<file path="src/rtl/prbs_checker_satcnt.sv">
// Saturating up-counter with synchronous clear and a variable increment.
module satcnt #(
  parameter int W = 16
) (
  input  logic         clk,
  input  logic         reset,
  input  logic         clear,
  input  logic [W-1:0] inc,
  output logic [W-1:0] count
);

  logic [W-1:0] base;
  logic [W:0]   sum;

  // Clear replaces the old value, so a simultaneous increment still lands.
  always_comb begin
    base = clear ? '0 : count;
    sum  = {1'b0, base} + {1'b0, inc};
  end

  always_ff @(posedge clk) begin
    if (reset)       count <= '0;
    else if (sum[W]) count <= '1;
    else             count <= sum[W-1:0];
  end

endmodule

</file>
<file path="config.mk">
export PLATFORM = sky130hd
export DESIGN_NAME = satcnt
export DESIGN_NICKNAME = d
export VERILOG_FILES = /design/src/rtl/prbs_checker_satcnt.sv
export SDC_FILE = /design/constraint.sdc
export NUM_CORES = 1
export LEC_CHECK = 0
export ABC_CLOCK_PERIOD_IN_PS = 3000
export CAP_MARGIN = 30
export CORE_UTILIZATION = 45
export DETAILED_ROUTE_END_ITERATION = 12
export GPL_TIMING_DRIVEN = 0
export PLACE_DENSITY_LB_ADDON = 0.2
export SETUP_SLACK_MARGIN = 0.15
export SYNTH_ARGS = -nofsm -noshare
export SYNTH_HDL_FRONTEND = slang
export SYNTH_SLANG_ARGS = --single-unit
</file>
<file path="constraint.sdc">
create_clock -name clk -period 3 [get_ports clk]
set_clock_uncertainty 0.2 [all_clocks]
set_input_delay 0.75 -clock clk [delete_from_list [all_inputs] [get_ports clk]]
set_output_delay 0.75 -clock clk [all_outputs]
set_load 0.05 [all_outputs]
</file>
==> results by group, run 1 <==
Hold path
  • Worst Hold End: count[10]
  • Hold Crit Depth: 2
  • HP Class: input port to register
  • Min-delay src: reset

Setup path
  • CP endpoint kind: register
  • Critical path class: input port to register
  • Worst endpoint data arrival time: between 2 and 3 ns
  • Worst Setup Start Kind: input port
  • Worst r2r path cells: 11
  • CP bufs+invs: 3
  • Delay-heaviest family, CP: compound AO/OA/AOI/OAI gates
  • Worst Path Required: 3.05 ns
  • Slowest cell on the critical path: clkdlybuf4s50_1
  • R2r setup slk: ~0.5 ns
  • FF-to-FF End: count[12]
  • Worst stage delay on the critical path: 0.45 ns
  • CP Cell Sequence: clkdlybuf4s50_1, ha_4, nand2_1, o211ai_1, o2111ai_2, a21boi_2, a31oi_4, buf_4, buf_16, a21oi_2
  • Crit path max fanout: 5
  • Reg-to-Reg Start: count[0]

Outcome
  • Run status: complete, no violations

Global route
  • First-pass GRT wire length: roughly 6200 µm
  • Gr usage total: 0.2373
  • Total gr overflow: 0
  • Largest net degree at the start of global routing: 11
  • Vias in the first global route: around 1.4k
  • Initial antenna violation count: 0

Drt
  • Pre-Repair DR Iteration Count: 5
  • DR WL met3: about 130 µm
  • Wire per inst: around 15 µm
  • Met1 WL: between 1500 and 2000 µm
  • 1st-iter DRT viols: 62
  • Routed WL: between 3000 and 4000 µm
  • Vias per cell: ~5.7
  • DR DRC count: 0
  • Metal2 WL: between 1500 and 2000 µm
  • Post-route ant nets: 0
  • Vias after detailed routing: roughly 1.5k
  • DR top layer: met4

Synthesis
  • Synthesis Warnings: 0
  • Cell Area, Synth: 0.001448 mm²
  • Synth top area share: 0.2213
  • Largest area contributor in the netlist: dfxtp_1
  • Synth cell types: 43
  • Asr flop ratio synth: 0
  • Syn nets: 200
  • Seq/Total Area, Yosys: 0.2213
  • Ranking of synthesized cells by area: dfxtp_1 22%, ha_1 14%, nor2b_1 7.8%
  • Top FF cell, synth: dfxtp_1
  • Post-synthesis register bit count: 16
  • Avg Inst Size Synth: about 8.8 µm²
  • Cell count after synthesis: 164
  • EDFF count, synth: 0

Final layout
  • Top Registers: count (16)
  • Most common cell after layout, fill and taps aside: clkdlybuf4s50_1
  • Nets: roughly 250
  • Post-Layout Cell Count: 258
  • Largest register FFs: 16
  • Share of post-route cells with drive strength above 1: 0.2804
  • Biggest register: count
  • Commonest cells after routing, fill and taps aside: 29 x clkdlybuf4s50_1, 16 x nor2b_1, 16 x dfxtp_1, 14 x a21oi_2, 13 x buf_4
  • # diodes: 0
  • Final instance area: between 0.002 and 0.0025 mm²
  • Core Util, Final: 0.7041
  • Syn-to-layout area delta: 48.49%

Clock tree
  • Clock root buffer: clkbuf_4
  • Post-CTS Hold Buffers: 0
  • Clk buf depth: 2
  • Clk_lat worst skew: about 0.31 ns
  • Clock slew at reported path FFs: approximately 0.11 ns
  • CTS buffer count: 3
  • TritonCTS clock tree: done
  • Clock Sinks: 16
  • H-tree levels: 1

Placement
  • DP HPWL: 2676 µm
  • Placed cell area: ~0.0018 mm²
  • Place WS: -0.7874 ns
  • Routability Congestion: 0.8899
  • Port bufs: 33
  • Inst Count DP: between 200 and 250

STA
  • Worst rel slew slack: 0.4972
  • Hold slack: 0.6181 ns
  • Final hold vios: 0
  • Max-slew violation count: 0
  • Fin crit period: 2.843 ns
  • Final WS setup: 0.1574 ns
  • Fin crit share: 0.9475
  • Worst-margin pin slew: approximately 0.75 ns
  • Max Fclk: about 350 MHz
  • RSZ-0062 raised after global routing: true
  • Endpoints failing setup: 0

Floorplanning
  • Row cnt: 20
  • Die Span Y: approximately 59 µm
  • # IOs: 35
  • DIE WIDTH: ~60 µm
  • Initial Util: 0.4742
  • Core area: 0.003053 mm²
  • DIE AREA: between 0.003 and 0.004 mm²

Pwr
  • Worst vdd ir: between 0.3 and 0.4 mV
  • Leakage: between 0.0008 and 0.0009 µW
  • Pwr dens: 489.4 mW/mm²

Flow run
  • Number of max-cap violations: 0
-- cells in the mapped netlist (all sizes together) (2+ instances only) --
cell     number
o21ai         6
nor2b        18
xnor2         7
a21o          6
buf           4
nor2          8
clkbuf        2
and3          3
nand4         3
xor2          3
o211ai        3
nand3         3
and2          2
a31oi         3
a21oi        26
a2111oi       3
inv           6
a211o         2
dfxtp        16
nand2         9
ha           16
-- metrics by stage --
stage          power, µW  setup TNS, ns
2_1_floorplan      669.9              0
3_3_place_gp       803.3         -10.23
3_5_place_dp       814.3         -10.86
4_1_cts             1002              0
5_1_grt             1107              0
6_report            1052              0
-- kinds of logic after synthesis --
family          share of synthesized area
flops                              0.2213
buf+inv                           0.04408
simple gates                       0.1850
compound gates                     0.3371
xor+xnor                          0.06051
fa+ha+maj                          0.1521
-- power by group --
part           switching (µW)  internal, µW  total, µW
logic                     354           277        631
registers                14.9           249        264
clock network            82.7          74.1        157
total                     452           600       1050
-- worst max-delay path by stage --
stage | startpoint | endpoint | slack (ns) | cells after the start
after CTS | inc[7] | count[12] | 0.15 | 9
after detailed placement | clear | count[13] | -0.79 | 11
after global placement | clear | count[13] | -0.73 | 11
after global routing | inc[4] | count[3] | 0.08 | 10
final | inc[4] | count[12] | 0.16 | 10
after floorplan | clear | count[13] | 0.19 | 10
-- metal layers --
| metal | up-vias | track usage |
|---|---|---|
| met3 | 9 | 0.02857 |
| met1 | 705 | 0.3032 |
| li1 | 701 | - |
| met4 | 0 | 0.09864 |
| met5 | - | 0 |
| met2 | 51 | 0.4026 |
-- final cells by class --
cell class | count | area, µm²
Multi-Input combinational cell | 136 | 1202
Fill cell | 247 | 903.4
Timing Repair Buffer | 46 | 452.9
Sequential cell | 16 | 320.3
Buffer | 6 | 60.06
Tap cell | 44 | 55.05
Clock buffer | 4 | 36.28
Inverter | 6 | 22.52
-- worst reg2reg max path, delay by kind of cell (launching register included) --
kind	cells	cell delay, ns
compound gates	6	1.01
fa+ha+maj	2	0.39
flops	1	0.34
buf+inv	2	0.30
simple gates	1	0.19
-- repair_timing --
action	in CTS	in global routing
gates cloned	1	0
setup buffers	7	5
endpoints found under the hold margin	0	0
gates resized for setup	14	26
pin swaps	6	13
setup endpoints to repair	16	16
(Power assumes the default switching activity.)
==> inputs of run 2 (changes only) <==
--- a/config.mk
+++ b/config.mk
@@ -5,12 +5,12 @@
 export SDC_FILE = /design/constraint.sdc
 export NUM_CORES = 1
 export LEC_CHECK = 0
-export ABC_CLOCK_PERIOD_IN_PS = 3000
 export CAP_MARGIN = 30
 export CORE_UTILIZATION = 45
 export DETAILED_ROUTE_END_ITERATION = 12
 export GPL_TIMING_DRIVEN = 0
 export PLACE_DENSITY_LB_ADDON = 0.2
+export REMOVE_ABC_BUFFERS = 1
 export SETUP_SLACK_MARGIN = 0.15
 export SYNTH_ARGS = -nofsm -noshare
 export SYNTH_HDL_FRONTEND = slang
==> constraint.sdc (replaced) <==
create_clock -name clk -period 3 [get_ports clk]
set_clock_uncertainty 0.2 [all_clocks]
set_input_delay 0.6 -clock clk [delete_from_list [all_inputs] [get_ports clk]]
set_output_delay 0.6 -clock clk [all_outputs]
set_load 0.05 [all_outputs]
==> results by group, run 2 (synthesized netlist as in run 1, its figures left out) <==
Outcome
  • Run status: complete, no violations

Final layout
  • Layout fillers: 295 (+19%)
  • Largest register FFs: 16 (unchanged)
  • Post-Layout Cell Count: 245 (-5.0%)
  • Share of post-route cells with drive strength above 1: 0.1642 (-0.1162)
  • Biggest register: count
  • Commonest cells after routing, fill and taps aside: 33 x clkdlybuf4s50_1, 18 x nor2b_1, 16 x dfxtp_1, 15 x ha_1, 13 x a21oi_2
  • # diodes: 0 (unchanged)
  • Syn-to-layout area delta: 30.34%
  • Nets: 238 (-5.2%)
  • Final instance area: 0.001887 mm² (-12%)
  • Most common cell after layout, fill and taps aside: clkdlybuf4s50_1
  • Top Registers: count (16)

Setup path
  • Worst Path Required: 2.96 ns (-0.09 ns)
  • CP endpoint kind: register
  • Worst endpoint data arrival time: 2.74 ns (-0.15 ns)
  • Worst Setup Start Kind: input port
  • Crit path max fanout: 5 (unchanged)
  • Critical path class: input port to register

Clock tree
  • Clk buf depth: 2 (unchanged)
  • Clock Sinks: 16 (unchanged)
  • H-tree levels: 1 (unchanged)
  • Clock root buffer: clkbuf_4
  • TritonCTS clock tree: done
  • CTS buffer count: 3 (unchanged)
  • Clk_lat worst skew: 0.31 ns (about the same)
  • Post-CTS Hold Buffers: 0 (unchanged)
  • Clock slew at reported path FFs: 0.11 ns (about the same)

Global route
  • Largest net degree at the start of global routing: 17 (+6)
  • Initial antenna violation count: 0 (unchanged)
  • Gr usage total: 0.2093 (-0.02801)
  • Total gr overflow: 0 (unchanged)
  • First-pass GRT wire length: 5554 µm (-9.9%)
  • Vias in the first global route: 1286 (-7.2%)

Drt
  • Routed WL: 3396 µm (-14%)
  • Wire per inst: 13.86 µm (-9.9%)
  • Vias after detailed routing: 1366 (-6.8%)
  • DR DRC count: 0 (unchanged)
  • Post-route ant nets: 0 (unchanged)
  • Vias per cell: 5.576 (-1.9%)
  • 1st-iter DRT viols: 33 (-47%)
  • Pre-Repair DR Iteration Count: 4 (-1)

STA
  • Max-slew violation count: 0 (unchanged)
  • Endpoints failing setup: 0 (unchanged)
  • Worst rel slew slack: 0.4341 (-0.06315)
  • Final WS setup: 0.2182 ns (+0.06082 ns)
  • Final hold vios: 0 (unchanged)
  • Worst-margin pin slew: 0.8462 ns (+0.09207 ns)
  • Max Fclk: 359.5 MHz (+2.2%)
  • Fin crit share: 0.9273 (-0.02027)
  • Fin crit period: 2.782 ns (-0.06082 ns)
  • Hold slack: 0.5482 ns (-0.06991 ns)
  • RSZ-0062 raised after global routing: true

Placement
  • Place WS: -1.062 ns (-0.2741 ns)
  • Port bufs: 34 (+3.0%)
  • DP HPWL: 2457 µm (-8.2%)
  • Inst Count DP: 236 (-2.1%)
  • Routability Congestion: 0.8697 (-2.3%)
  • Placed cell area: 0.001802 mm² (-1.9%)

Pwr
  • Reg power frac: 0.271 (+0.020)
  • Sw power: 421.9 µW (-6.6%)
  • Pwr dens: 515.5 mW/mm² (+5.3%)
  • Clock power frac: 0.161 (+0.012)
  • Int Pwr: 550.8 µW (-8.3%)
  • Combinational share of power: 0.568 (-0.032)
  • Leakage: 0.0007745 µW (-11%)
  • Switching fraction of total power: 0.4337 (+0.004487)
  • Worst vdd ir: 0.2433 mV (-23%)

Floorplanning
  • Initial Util: 0.4742 (unchanged)
  • DIE AREA: 0.003448 mm² (unchanged)
  • Die Span Y: 58.72 µm (unchanged)
  • # IOs: 35 (unchanged)
  • Core area: 0.003053 mm² (unchanged)
  • DIE WIDTH: 58.72 µm (unchanged)
  • Row cnt: 20 (unchanged)

Hold path
  • HP Class: register to register

Flow run
  • Number of max-cap violations: 0 (unchanged)
## run 2: final timing paths
kind | cells after the start | to | slack [ns] | startpoint
worst max-delay path | 10 | count[7] | 0.22 | inc[0]
worst min-delay path | 4 | count[0] | 0.55 | count[0]
worst max register to register | 10 | count[7] | 0.48 | count[0]
worst min register to register | 4 | count[0] | 0.55 | count[0]
## run 2: area by class of cell
cell class / instances / area, µm² / share of cell area
Timing Repair Buffer: 39 / 372.9 / 0.1976
Clock buffer: 4 / 36.28 / 0.01923
Sequential cell: 16 / 320.3 / 0.1698
Inverter: 6 / 22.52 / 0.01194
Tap cell: 44 / 55.05 / 0.02918
Multi-Input combinational cell: 136 / 1080 / 0.5723
## run 2: metal layers
| metal | vias up | GRT usage | part of all wire |
|---|---|---|---|
| li1 | 673 | - | - |
| met1 | 651 | 0.2686 | 0.47 |
| met2 | 35 | 0.3442 | 0.47 |
| met3 | 7 | 0.03077 | 0.042 |
| met4 | 0 | 0.09864 | 0.017 |
| met5 | - | 0 | 0 |
## run 2: repair_timing
action / 4_1_cts / 5_1_grt
endpoints found under the setup margin: 16 / 16
pin swaps: 1 / 1
setup buffers: 3 / 2
gates resized for setup: 5 / 6
## run 2: stage by stage
stage | setup TNS (ns) | utilization | power [µW]
after global routing | 0 | 0.6180 | 1025
after global placement | -15.47 | 0.5902 | 791.7
after floorplan | 0 | - | 654.7
after detailed placement | -15.91 | 0.5902 | 801.2
after CTS | 0 | 0.6078 | 963.3
final | 0 | 0.6180 | 972.7
## run 2: critical path, stage by stage
cell             delay [ns]
clkdlybuf4s50_1        0.40
ha_1                   0.23
fa_1                   0.44
a21oi_2                0.21
o211ai_1               0.17
o2111ai_2              0.12
a21boi_2               0.13
a31oi_4                0.17
buf_4                  0.19
a21oi_1                0.07
## run 2: power by group through the flow
stage	clock (µW)	combinational, µW	sequential [µW]
final	157	552	264
after global routing	164	593	269
after CTS	158	541	265
after detailed placement	0	532	269
after global placement	0	525	267
after floorplan	0	258	396
